## src/rtl/msg_scheduler.sv

```systemverilog
`default_nettype none
// ============================================================================
// Module   : msg_scheduler
// Purpose  : Round-robin arbiter for two order-message sources feeding a
//            DEPTH-entry FIFO, with an optional single-step release mode
//            driven by a push-button (next_msg).
// Ports    :
//   clk, rst                  clock, asynchronous active-low reset
//   src0_valid/msg/ready      source 0 (ROM feeder) handshake
//   src1_valid/msg/ready      source 1 (host receiver) handshake
//   step_mode, next_msg       single-step enable and release button
//   out_valid/msg/ready       consumer handshake, out_msg = FIFO head
//   level                     FIFO occupancy
//   issued_count              messages delivered, wraps at 16 bits
// Revision : 1.0 - initial release
// ============================================================================
module msg_scheduler #(
  parameter int DEPTH = 4,
  parameter int MSG_W = 168
) (
  input  logic                     clk,
  input  logic                     rst,
  input  logic                     src0_valid,
  input  logic [MSG_W-1:0]         src0_msg,
  output logic                     src0_ready,
  input  logic                     src1_valid,
  input  logic [MSG_W-1:0]         src1_msg,
  output logic                     src1_ready,
  input  logic                     step_mode,
  input  logic                     next_msg,
  output logic                     out_valid,
  output logic [MSG_W-1:0]         out_msg,
  input  logic                     out_ready,
  output logic [$clog2(DEPTH):0]   level,
  output logic [15:0]              issued_count
);

  localparam int AW = $clog2(DEPTH);
  localparam int PW = AW + 1;

  logic [PW-1:0]    wr_ptr_q, wr_ptr_d;
  logic [PW-1:0]    rd_ptr_q, rd_ptr_d;
  logic [MSG_W-1:0] mem_q [DEPTH];
  logic [MSG_W-1:0] mem_d [DEPTH];
  logic             full_q, full_d;
  logic             last_grant_q, last_grant_d;
  logic             credit_q, credit_d;
  logic             sync1_q, sync2_q, prev_q;
  logic [15:0]      issued_q, issued_d;

  logic             empty;
  logic             grant;
  logic             push;
  logic             pop;
  logic             press;
  logic [MSG_W-1:0] push_msg;

  always_comb begin
    empty = (wr_ptr_q == rd_ptr_q);

    // Contention goes to whichever source did not win the last transfer.
    grant = 1'b0;
    if (src0_valid && src1_valid) begin
      grant = ~last_grant_q;
    end else if (src1_valid) begin
      grant = 1'b1;
    end

    // Readies are gated by rst so nothing is accepted while reset is held.
    src0_ready = rst && src0_valid && !grant && !full_q;
    src1_ready = rst && src1_valid &&  grant && !full_q;
    push       = src0_ready || src1_ready;
    push_msg   = src1_ready ? src1_msg : src0_msg;

    press     = sync2_q && !prev_q;
    out_valid = rst && !empty && (!step_mode || credit_q);
    pop       = out_valid && out_ready;

    wr_ptr_d = wr_ptr_q + {{(PW-1){1'b0}}, push};
    rd_ptr_d = rd_ptr_q + {{(PW-1){1'b0}}, pop};
    full_d   = (wr_ptr_d[AW-1:0] == rd_ptr_d[AW-1:0]) &&
               (wr_ptr_d[AW] != rd_ptr_d[AW]);

    mem_d = mem_q;
    if (push) begin
      mem_d[wr_ptr_q[AW-1:0]] = push_msg;
    end

    last_grant_d = last_grant_q;
    if (push) begin
      last_grant_d = src1_ready;
    end

    // A press wins over a same-cycle pop so that press is never lost to it.
    credit_d = 1'b0;
    if (step_mode) begin
      if (press) begin
        credit_d = 1'b1;
      end else if (pop) begin
        credit_d = 1'b0;
      end else begin
        credit_d = credit_q;
      end
    end

    issued_d = issued_q + {15'd0, pop};
  end

  always_ff @(posedge clk or negedge rst) begin
    if (!rst) begin
      wr_ptr_q     <= '0;
      rd_ptr_q     <= '0;
      full_q       <= 1'b0;
      last_grant_q <= 1'b1;
      credit_q     <= 1'b0;
      sync1_q      <= 1'b0;
      sync2_q      <= 1'b0;
      prev_q       <= 1'b0;
      issued_q     <= '0;
      for (int i = 0; i < DEPTH; i++) begin
        mem_q[i] <= '0;
      end
    end else begin
      wr_ptr_q     <= wr_ptr_d;
      rd_ptr_q     <= rd_ptr_d;
      full_q       <= full_d;
      last_grant_q <= last_grant_d;
      credit_q     <= credit_d;
      sync1_q      <= next_msg;
      sync2_q      <= sync1_q;
      prev_q       <= sync2_q;
      issued_q     <= issued_d;
      mem_q        <= mem_d;
    end
  end

  assign out_msg      = mem_q[rd_ptr_q[AW-1:0]];
  assign level        = wr_ptr_q - rd_ptr_q;
  assign issued_count = issued_q;

endmodule
`default_nettype wire

```

## config.mk

```make
export PLATFORM = sky130hd
export DESIGN_NAME = msg_scheduler
export DESIGN_NICKNAME = d
export VERILOG_FILES = /design/src/rtl/msg_scheduler.sv
export SDC_FILE = /design/constraint.sdc
export NUM_CORES = 1
export LEC_CHECK = 0
export ABC_AREA = 1
export BUFFER_PORTS_ARGS = -buffer_cell sky130_fd_sc_hd__buf_2
export CAP_MARGIN = 25
export CORE_UTILIZATION = 50
export CTS_CLUSTER_DIAMETER = 120
export DETAILED_ROUTE_END_ITERATION = 16
export GPL_TIMING_DRIVEN = 0
export MAX_ROUTING_LAYER = met4
export PLACE_DENSITY = 0.71
export SLEW_MARGIN = 20
export SYNTH_ARGS = -nofsm -noshare
export SYNTH_HDL_FRONTEND = slang
export SYNTH_SLANG_ARGS = --single-unit
```

## constraint.sdc

```tcl
create_clock -name clk -period 5.1 [get_ports clk]
set_clock_uncertainty 0.2 [all_clocks]
set_input_delay 0 -clock clk [delete_from_list [all_inputs] [get_ports clk]]
set_output_delay 0 -clock clk [all_outputs]
set_load 0.02 [all_outputs]
```

# Yosys cells after proc, flatten, opt, wreduce, memory -nomap -nowiden
# Index checks and enable logic that the tools add are counted.
# totals
ff_bits,700
output_inout_bits,190
wordCells,59
inputBits,343
# op_classes
muxes,12
eq_ne,4
n_lt_le_gt_ge,3
bitwise,3
n_reduce_logical,20
addsub,4
# ops
operator,count
$bwmux W672,1
$mux W168,4
$bmux W168 S2,1
$demux W168 S2,1
$add A16 B1 Y16,1
$logic_and A1 B1 Y1,13
$add A3 B1 Y3,2
$ge A3 B3 Y1 const B,2
$not A2 Y3,2
$logic_not A1 Y1,5
$mux W1,5
$eq A3 B3 Y1,1
$lt A3 B1 Y1 const B,1
$ne A3 B1 Y1 const B,1
$sub A3 B3 Y3,1
$eq A2 B2 Y1,1
$logic_or A1 B1 Y1,2
$ne A1 B1 Y1,1
$not A1 Y1,1

# Depth between registers and ports, before layout
# logic_depth
depth_word,9
ltp_mapped,15
depth_no_buf,13

# Least setup slack after synthesis
# No wires, ideal clock.
# synth_timing
path_kind,register -> register
startpoint,reg rd_ptr_q[1]
endpoint,"reg issued_q[10], in the netlist issued_count[10]"
stages_incl_launch_ff,16
required_ps,4770
slack_ps,2246
arrival_ps,2524
period_less_slack_ps,2854
path_buffers,2
setup_time_ps,130
path_cell_list,dfrtp_1 inv_1 clkbuf_1 clkbuf_1 ha_1 nand2_1 inv_1 nand3_1 nand4_1 inv_1 ha_1 nand2_1 nor2_1 and3_1 nand2_1 xnor2_1
# synth_between
elab_chain_cells,6
# synth_rtl
element,line,rtl
from (decl),42,"logic [PW-1:0] rd_ptr_q, rd_ptr_d;"
from (signal assigned),125,rd_ptr_q <= rd_ptr_d;
$eq A3 B3 Y1,59,empty = (wr_ptr_q == rd_ptr_q);
$logic_not A1 Y1,76,out_valid = rst && !empty && (!step_mode || credit_q);
$logic_and A1 B1 Y1 (2 in series),76,
$logic_and A1 B1 Y1,77,pop = out_valid && out_ready;
$add A16 B1 Y16,106,"issued_d = issued_q + {15'd0, pop};"
named net issued_d[10],49,"logic [15:0] issued_q, issued_d;"
to (signal assigned),132,issued_q <= issued_d;
to (decl),49,
# The timed path passes the listed nets, and every way through them passes these cells.
# A chain may end at the register's enable or synchronous reset.

# Final worst setup path
# layout_timing
startpoint,in rst
endpoint,reg mem_q[10] (netlist name)
# layout_between
elab_chain_cells,5
elab_cells_between_ends,9
classes_between,2 x mux; 7 x reduce/logical
# layout_rtl
element,line,rtl
from (decl),22,"input logic rst,"
$logic_and A1 B1 Y1 (3 in series),71,src1_ready = rst && src1_valid && grant && !full_q;
$mux W168,73,push_msg = src1_ready ? src1_msg : src0_msg;
$bwmux W672,86,mem_d[wr_ptr_q[AW-1:0]] = push_msg;
to (signal assigned),133,mem_q <= mem_d;
to (decl),43,logic [MSG_W-1:0] mem_q [DEPTH];
# Several ways; a longest one is shown, not always the timed one.

==> flow_summary.json <==
{
  "post_cts_buffers": 0,
  "p_total_mw": 28.0,
  "netlist_instances": 4487,
  "antenna_left": 0,
  "wirelength_microns": 114000,
  "avgSynthCellArea_sq_um": 7.57,
  "core-area_sq_um": 67200,
  "setup-tns-final_ps": 0,
  "multi_input_area_sq_um": 12400,
  "crit_path_start_kind": "input pin",
  "port_buffers": 532,
  "finalHoldViolations": 0,
  "fin_cells": 6378,
  "insertion_delay_ps": 610,
  "outcome": "finished, final reports clean",
  "synth_top_family_by_area": "compound AO/OA/AOI/OAI gates",
  "grtUsageTotal_pct": 33.9,
  "ys_ff_latch": 700,
  "setup_violations": 0,
  "post-route-min-period_ps": 4830,
  "cts_tree": "built",
  "ys_seq_area_share_pct": 51.6,
  "grt_first_pass_wirelength_microns": 180000,
  "path_max_fanout": 78,
  "dr.pass1.iters": 9,
  "max_slew_margin_pct": 28.5,
  "drt-wirelength-per-cell_microns": 17.9,
  "start_util_pct": 50.6,
  "min_path_type": "in -> reg",
  "grt_overflow": 0,
  "regArea_sq_um": 17500,
  "drc": 0,
  "htreeDepth": 3,
  "yosys.area_share.xor_xnor_pct": 0.387,
  "synthMuxAreaShare_pct": 0,
  "power.leakage_nw": 22.0,
  "yosys.area_share.simple_pct": 16.0,
  "grt_max_degree": 95,
  "num_vias": 33700,
  "path_clk_slew_ps": 60,
  "diodes": 0,
  "cts_buffers": 76,
  "vdd_drop_max_v": 0.000406,
  "antenna_found_initial": 2,
  "final_nets": 5800,
  "syn_nets": 4837,
  "cts_root_buf": "clkbuf_16",
  "cp.arrival_ps": 5160,
  "r2r_cells": 15,
  "final_common_cell": "nand2_1",
  "cap_violations": 0,
  "final_area_sq_um": 43800,
  "rows": 95,
  "synth-compound-area-share_pct": 19.9,
  "setup.worst_path.class": "in -> reg",
  "ys_warn_count": 0,
  "drtIter0Drc": 3203,
  "place_inst": 5900,
  "vias_per_cell": 5.28,
  "synthAdderAreaFrac_pct": 0.280,
  "pwr_density_cell_nw_per_um2": 638,
  "r2r_start": "rd_ptr_q[1]",
  "slew_viol_final": 0,
  "final_cell_mix": "nand2_1 (1,382), dfrtp_1 (699), inv_1 (694)",
  "first_global_vias": 32900,
  "r2r-end": "issued_count[10]",
  "place_hpwl_microns": 75200,
  "crit_path_end_kind": "flop",
  "cts_sinks": 700,
  "cp.required_ps": 5430,
  "ios": 533,
  "placed_area_sq_um": 38000,
  "dieArea_sq_um": 69000,
  "syn_area_sq_um": 34000,
  "die_h_microns": 263,
  "gp_congestion": 0.891,
  "area_growth_pct": 29.1,
  "yosysUniqueCellTypes": 29,
  "holdPathStages": 6,
  "worst_pin_slew_ps": 1070,
  "fillers": 5692,
  "drive_gt1_share_pct": 14.7,
  "rsz0062_at_grt": "no",
  "crit_start": "rst",
  "r2r_slack_ps": 1030,
  "fmax_mhz": 207,
  "fin_crit_sh_pct": 94.8,
  "cp-endpoint": "mem_q[10]",
  "die_x_microns": 263,
  "cts_buffer_depth": 3
}
## per-stage QoR
step	hold WS (ps)	setup WS [ps]	utilization [%]
floorplan	-496	2250	-
global placement	-90.5	-11420	56.2
detailed placement	-199	775	56.5
CTS	113	77.0	65.3
global route	160	57.2	65.3
finish	129	265	65.3
## layout make-up
type	count	share of cell area (%)
Buffer	295	3.29
Clock buffer	111	5.08
Clock inverter	22	0.408
Inverter	698	5.98
Multi-Input combinational cell	2793	28.3
Sequential cell	700	40.0
Tap cell	873	2.49
Timing Repair Buffer	886	14.5
## sequential cells by signal, indices dropped and copies added, names as in the netlist, 3 cells and up
register and flops:
rd_ptr_q 3, wr_ptr_q 3, mem_q 672, issued_count 16
## routing by layer
layer,wire length [microns],GRT usage [%],up-vias
li1,-,-,16000
met1,48900,45.1,16100
met2,53300,53.3,1360
met3,7000,3.68,302
met4,4760,14.0,0
met5,0,-,-
## synthesized netlist by cell type
cell type     n  share of area (%)
buf_4        32               0.71
fa_1          1              0.059
nor2_2        2              0.037
clkbuf_1    154                1.7
nand3b_1      2              0.044
ha_1          6               0.22
dfstp_2       1              0.077
nor4_1        2              0.037
inv_1       694                7.7
o21ai_0     339                5.0
buf_6        12               0.40
a21oi_1     506                7.5
a21boi_0      1              0.022
nor2_1       15               0.17
nand3_1       7               0.10
dfrtp_1     699                 51
nor3_2        4               0.12
nor3_1        2              0.029
and3_1        1              0.018
inv_2         4              0.044
xnor2_1       5               0.13
nand2_1    1382                 15
nor2_4        1              0.033
xor2_1       10               0.26
and2_1        2              0.037
buf_1         3              0.033
buf_2        95                1.4
nand4_1       4              0.074
o21ai_1     501                7.4
## critical path, stage by stage
cell,delay [ps]
dlygate4sd3_1,520
dlygate4sd3_1,580
buf_8,190
buf_16,320
buf_16,340
inv_2,70
nor2_2,180
inv_2,60
nor2_4,460
clkbuf_2,550
clkbuf_1,590
nand2_1,120
nand2_1,170
dlygate4sd3_1,680
nand2_1,80
o21ai_0,80
## power breakdown
| group | total [mW] | internal (mW) | leakage (nW) | switching (mW) |
|---|---|---|---|---|
| registers | 9.48 | 8.21 | 8.61 | 1.27 |
| clock network | 5.42 | 3.13 | 1.19 | 2.29 |
| logic | 13.1 | 4.25 | 12.2 | 8.82 |
## cells by family (layout without fill, tap and decap cells)
group	after synthesis	after routing
buf+inv	994	2012
fa+ha+maj	7	7
simple gates	1424	1424
compound gates	1347	1347
flops	700	700
xor+xnor	15	15
## what timing repair did
item	CTS	global route
hold buffers	346	0
resized for setup	0	0
endpoints found under the hold margin	1080	0
endpoints found under the setup margin	0	82
## worst min path at each step
stage               slack, ps         end          start
global route              160     sync2_q        sync1_q
CTS                       110  mem_q[492]  src0_msg[156]
finish                    130  mem_q[492]  src0_msg[156]
global placement          -90     sync1_q       next_msg
floorplan                -500    credit_q            rst
detailed placement       -200  mem_q[239]            rst
(Power assumes the default switching activity.)
